===== src/rtl/uart_pkg.sv =====
// uart_pkg: shared data width and FSM state encoding for the UART transmit queue
package uart_pkg;
  localparam int UART_DATA_W = 8;
  localparam logic [1:0] ST_IDLE      = 2'd0;
  localparam logic [1:0] ST_LOAD      = 2'd1;
  localparam logic [1:0] ST_WAIT_DONE = 2'd2;
  typedef enum logic [1:0] {
    IDLE      = ST_IDLE,
    LOAD      = ST_LOAD,
    WAIT_DONE = ST_WAIT_DONE
  } state_t;
endpackage


===== src/rtl/sync_fifo.sv =====
// sync_fifo: byte FIFO with count-based full/empty, sticky overflow and synchronous clear
//   i_clk, i_rst_n          clock, asynchronous active-low reset
//   i_wr_en, i_wr_data      push request and byte
//   i_clear                 flush contents and overflow; same-cycle push ignored
//   i_pop                   pop strobe; o_rd_data shows the head byte
//   o_full, o_empty         decoded from o_count
//   o_count, o_overflow     occupancy and sticky push-while-full flag
module sync_fifo
  import uart_pkg::*;
#(
  parameter int DEPTH = 16,
  parameter int AW    = 4
) (
  input  logic                   i_clk,
  input  logic                   i_rst_n,
  input  logic                   i_wr_en,
  input  logic [UART_DATA_W-1:0] i_wr_data,
  input  logic                   i_clear,
  input  logic                   i_pop,
  output logic [UART_DATA_W-1:0] o_rd_data,
  output logic                   o_full,
  output logic                   o_empty,
  output logic [AW:0]            o_count,
  output logic                   o_overflow
);
  logic [UART_DATA_W-1:0] r_mem [DEPTH];
  logic [AW-1:0]          r_wr_ptr;
  logic [AW-1:0]          r_rd_ptr;
  logic [AW:0]            r_count;
  logic                   w_push;
  logic                   w_pop;
  assign o_full    = r_count == (AW+1)'(DEPTH);
  assign o_empty   = r_count == '0;
  assign o_count   = r_count;
  assign o_rd_data = r_mem[r_rd_ptr];
  // fullness is judged before any same-cycle pop, so a push into a full FIFO is always dropped
  assign w_push = i_wr_en & ~o_full & ~i_clear;
  assign w_pop  = i_pop & ~o_empty;
  always_ff @(posedge i_clk)
    if (w_push) r_mem[r_wr_ptr] <= i_wr_data;
  always_ff @(posedge i_clk or negedge i_rst_n)
    if (!i_rst_n) begin
      r_wr_ptr   <= '0;
      r_rd_ptr   <= '0;
      r_count    <= '0;
      o_overflow <= 1'b0;
    end else if (i_clear) begin
      r_wr_ptr   <= '0;
      r_rd_ptr   <= '0;
      r_count    <= '0;
      o_overflow <= 1'b0;
    end else begin
      if (w_push) r_wr_ptr <= r_wr_ptr + AW'(1);
      if (w_pop) r_rd_ptr <= r_rd_ptr + AW'(1);
      r_count <= r_count + (AW+1)'(w_push) - (AW+1)'(w_pop);
      if (i_wr_en && o_full) o_overflow <= 1'b1;
    end
endmodule


===== src/rtl/uart_tx_queue.sv =====
// uart_tx_queue: byte queue feeding a UART core's transmit handshake, paced by uart_tx_busy
//   i_clk, i_rst_n          clock, asynchronous active-low reset
//   i_wr_en, i_wr_data      push a byte from host logic
//   i_clear                 flush queued bytes and overflow; a latched frame still completes
//   o_full, o_empty         queue occupancy decode
//   o_count, o_overflow     bytes stored, sticky push-while-full
//   i_uart_tx_busy          UART core is shifting a frame
//   o_init_tx               transmit request, held until the UART shows busy
//   o_uart_data_in          byte presented to the UART, stable while o_init_tx=1
module uart_tx_queue
  import uart_pkg::*;
#(
  parameter int DEPTH = 16,
  parameter int AW    = 4
) (
  input  logic                   i_clk,
  input  logic                   i_rst_n,
  input  logic                   i_wr_en,
  input  logic [UART_DATA_W-1:0] i_wr_data,
  input  logic                   i_clear,
  output logic                   o_full,
  output logic                   o_empty,
  output logic [AW:0]            o_count,
  output logic                   o_overflow,
  input  logic                   i_uart_tx_busy,
  output logic                   o_init_tx,
  output logic [UART_DATA_W-1:0] o_uart_data_in
);
  state_t                 r_state;
  logic                   w_pop;
  logic [UART_DATA_W-1:0] w_rd_data;
  assign w_pop = (r_state == IDLE) & ~o_empty & ~i_uart_tx_busy;
  sync_fifo #(.DEPTH(DEPTH), .AW(AW)) u_fifo (
    .i_clk      (i_clk),
    .i_rst_n    (i_rst_n),
    .i_wr_en    (i_wr_en),
    .i_wr_data  (i_wr_data),
    .i_clear    (i_clear),
    .i_pop      (w_pop),
    .o_rd_data  (w_rd_data),
    .o_full     (o_full),
    .o_empty    (o_empty),
    .o_count    (o_count),
    .o_overflow (o_overflow)
  );
  // LOAD holds init_tx until busy is seen, since the UART may refuse a load while receiving
  always_ff @(posedge i_clk or negedge i_rst_n)
    if (!i_rst_n) begin
      r_state        <= IDLE;
      o_init_tx      <= 1'b0;
      o_uart_data_in <= '0;
    end else
      case (r_state)
        IDLE:
          if (w_pop) begin
            o_uart_data_in <= w_rd_data;
            o_init_tx      <= 1'b1;
            r_state        <= LOAD;
          end
        LOAD:
          if (i_uart_tx_busy) begin
            o_init_tx <= 1'b0;
            r_state   <= WAIT_DONE;
          end
        WAIT_DONE:
          if (!i_uart_tx_busy) r_state <= IDLE;
        default: begin
          o_init_tx <= 1'b0;
          r_state   <= IDLE;
        end
      endcase
endmodule


===== config.mk =====
export PLATFORM = sky130hd
export DESIGN_NAME = uart_tx_queue
export DESIGN_NICKNAME = d
export VERILOG_FILES = /design/src/rtl/uart_pkg.sv /design/src/rtl/sync_fifo.sv /design/src/rtl/uart_tx_queue.sv
export SDC_FILE = /design/constraint.sdc
export NUM_CORES = 1
export LEC_CHECK = 0
export BUFFER_PORTS_ARGS = -buffer_cell sky130_fd_sc_hd__clkbuf_2
export CORE_MARGIN = 2
export CORE_UTILIZATION = 60
export DETAILED_ROUTE_END_ITERATION = 16
export GPL_TIMING_DRIVEN = 1
export PLACE_DENSITY = 0.82
export SLEW_MARGIN = 20
export SYNTH_ARGS = -nofsm -noshare
export SYNTH_HDL_FRONTEND = slang
export SYNTH_SLANG_ARGS = --single-unit

===== constraint.sdc =====
create_clock -name i_clk -period 7.09 [get_ports i_clk]
set_clock_uncertainty 0.05 [all_clocks]
set_input_delay 1.7725 -clock i_clk [delete_from_list [all_inputs] [get_ports i_clk]]
set_output_delay 1.7725 -clock i_clk [all_outputs]
set_load 0.005 [all_outputs]

==> impl_metrics.py <==
metrics = {
    "layout": {
        "num_antenna_cells": 0,
        "syn_to_final_growth_pct": 13.8,
        "ratio_of_cells_with_drive_above_1_in_the_final_layout": 0.269,
        "number_of_nets_at_the_end_of_the_flow": 396,
    },
    "placement": {
        "post-dp-hpwl_microns": 7260,
        "dp_slack_ps": 2890,
        "port_buffers": 29,
        "place_congestion": 0.792,
    },
    "grt": {
        "antenna_violations_before_repair": 0,
        "grt_pass1_vias": 3309,
        "grt-ovfl-total": 0,
        "gr-usage-all-layers": 0.236,
        "grt_max_degree": 36,
        "grt_pass1_wl_microns": 18600,
    },
    "critical_path": {
        "worst_r2r_path_depth": 13,
        "cp_max_fo": 7,
        "start_kind": "flop",
        "critical_path_arrival_ps": 1990,
        "critical-path-top-cell-by-count": "sky130_fd_sc_hd__inv_1",
        "worst_path_largest_cell_delay_ps": 590,
        "critical_path_cell_count": 5,
        "path_delay_family": "simple AND/OR/NAND/NOR gates",
        "endpoint_kind": "primary output",
        "critical_path_buf_inv_count": 3,
        "path_class": "flop to primary output",
        "cp_data_required_time_ps": 5270,
        "worstPathCellList": "inv_1 > ha_1 > or4b_1 > inv_1 > clkbuf_2",
        "cpMaxStageDelayCell": "sky130_fd_sc_hd__or4b_1",
    },
    "floorplanning": {
        "std_cell_rows": 37,
        "dieArea_sq_um": 11200,
        "die_w_microns": 106,
        "core_area_sq_um": 10200,
        "die-height_microns": 106,
        "initial_utilization": 0.609,
        "io_pins": 30,
    },
    "cts": {
        "cts.htree.levels": 4,
        "cts.sink_count": 153,
        "clock_tree_from_tritoncts": "yes",
        "post-cts-setup-buffers": 0,
        "clock_insertion_delay_worst_skew_ps": 530,
        "number_of_hold_buffers_added_after_cts": 0,
        "clock_tree.buffer_depth": 2,
        "cts-root-buf": "sky130_fd_sc_hd__clkbuf_8",
        "clock_transition_at_the_registers_of_the_reported_paths_ps": 60,
        "cts_buffers": 17,
        "cts-resized-gates": 0,
    },
    "yosys": {
        "synth.ff_latch_count": 153,
        "syn_nets": 365,
        "synthesis.yosys.warnings": 0,
        "synth_top_cells_by_area": "sky130_fd_sc_hd__edfxtp_1 (62%), sky130_fd_sc_hd__mux4_2 (12%), sky130_fd_sc_hd__dfrtp_1 (10%)",
        "syn-instance-count": 340,
        "post_synth.cell_area_avg_sq_um": 18.2,
        "synth_seq_area_share": 0.720,
        "yosysUniqueCellTypes": 36,
        "synth.top_cell.area_share": 0.620,
        "syn_area_sq_um": 6200,
        "synth_top_area_cell": "sky130_fd_sc_hd__edfxtp_1",
    },
    "route": {
        "detail_route.iter0.violations": 326,
        "wl_microns": 12100,
        "drtAntennaViolNets": 0,
        "wl_per_cell_microns": 23.3,
        "drt-pass1-iter-count": 7,
        "via_per_instance_ratio": 6.15,
        "detail_route.drc_violations": 0,
        "dr_total_vias": 3190,
    },
    "sta": {
        "worst_tran_pin_value_ps": 980,
        "final.setup.worst_slack_ps": 3280,
        "final_min_period_over_clock_period": 0.537,
        "hold_viol": 0,
        "report.final.slew_viol_count": 0,
        "rsz0062_at_grt": "no",
        "maxClockFrequency_mhz": 263,
        "fin_tns_setup_ps": 0,
        "finalSetupViolations": 0,
        "max-slew-margin-rel": 0.344,
        "finalCriticalPeriod_ps": 3810,
    },
    "flow_run": {
        "number_of_max_capacitance_violations_reported": 0,
    },
    "pwr": {
        "peakVddDrop_mv": 0.220,
        "total_leakage_power_nw": 2.43,
        "power-per-cell-area_nw_per_um2": 355,
    },
    "outcome": {
        "run_status": "finished clean",
    },
    "hold_path": {
        "hold-path-cell-count": 2,
        "hold_class": "flop to flop",
    },
}
-- registers in the layout, indices dropped and copies added (netlist names) --
register,cells
u_fifo.r_mem,128
u_fifo.o_count,5
o_uart_data_in,8
u_fifo.r_wr_ptr,4
u_fifo.o_overflow,1
u_fifo.r_rd_ptr,4
o_init_tx,1
r_state,2
-- stage by stage --
step,hold WS [ps],instance area (sq um),utilization,instances,total power [mW]
after global routing,479,7060,0.693,519,2.61
after detailed placement,444,6430,0.632,488,1.58
final,456,7060,0.693,519,2.51
after global placement,442,6430,0.632,488,1.56
after floorplan,436,6200,-,340,1.45
after CTS,458,7060,0.693,519,2.52
-- Yosys cell counts (all sizes together) --
library cell,count
edfxtp,128
nor2,38
mux4,32
dfrtp,25
inv,12
buf,11
ha,11
mux2i,9
nand2,9
a221oi,8
o22ai,8
clkbuf,7
xor2,6
a21oi,5
nand3,5
and2,3
and3,3
nor2b,3
xnor2,3
nor3,2
a21o,1
fa,1
nand2b,1
nand3b,1
nand4bb,1
nor3b,1
o21a,1
o21ai,1
o21bai,1
or2,1
or3,1
or4b,1
-- path summary, 6_finish.rpt --
check,endpoint,slack [ps],from
worst min register to register,u_fifo.o_overflow,460,u_fifo.o_overflow
worst max register to register,u_fifo.o_count[4],3910,u_fifo.o_count[2]
worst min-delay path,u_fifo.o_overflow,460,u_fifo.o_overflow
worst max-delay path,o_empty,3280,u_fifo.o_count[2]
max in group asynchronous,u_fifo.r_rd_ptr[1],5330,i_rst_n
min in group asynchronous,u_fifo.o_count[2],1210,i_rst_n
-- kinds of logic (layout without fill, tap and decap cells) --
kind of cell | count (synthesis) | count (layout) | share of synthesized area
DFF | 153 | 153 | 0.720
and+or+nand+nor | 70 | 70 | 0.0524
muxes | 41 | 41 | 0.131
buffers and inverters | 30 | 73 | 0.0224
AOI/OAI and AO/OA | 25 | 25 | 0.0359
adders and majority gates | 12 | 12 | 0.0254
xor gates and xnor gates | 9 | 9 | 0.0127
-- layout make-up --
class | count | area, sq um
Fill cell | 634 | 3130
Timing Repair Buffer | 30 | 153
Multi-Input combinational cell | 157 | 1600
Clock inverter | 12 | 200
Sequential cell | 153 | 4470
Tap cell | 136 | 170
Inverter | 12 | 45.0
Clock buffer | 19 | 422
-- layer usage --
metal,GRT usage,wire [microns],vias up
li1,-,-,1382
met1,0.312,4810,1632
met2,0.369,5950,141
met3,0.0662,918,35
met4,0.112,398,0
met5,0,0,-
-- tightest hold or removal path, delay by kind of cell (launching register included) --
family	cells	cell delay, ps
flops	1	350
compound gates	1	40
simple gates	1	80
-- report_power, final --
| group | switching [mW] | internal [mW] | total, mW |
|---|---|---|---|
| sequential | 0.0645 | 1.04 | 1.10 |
| clock | 0.338 | 0.604 | 0.942 |
| combinational | 0.252 | 0.211 | 0.463 |
-- cell usage in the layout, fill, tap and decap left out, drive strengths merged, types with 4 or more instances in the layout --
cell type,count
edfxtp,128
clkbuf,48
nor2,38
mux4,32
dfrtp,25
inv,12
ha,11
nand2,9
mux2i,9
o22ai,8
a221oi,8
xor2,6
a21oi,5
nand3,5
bufinv,5
clkinv,4
Power figures use the tool's default switching activity.
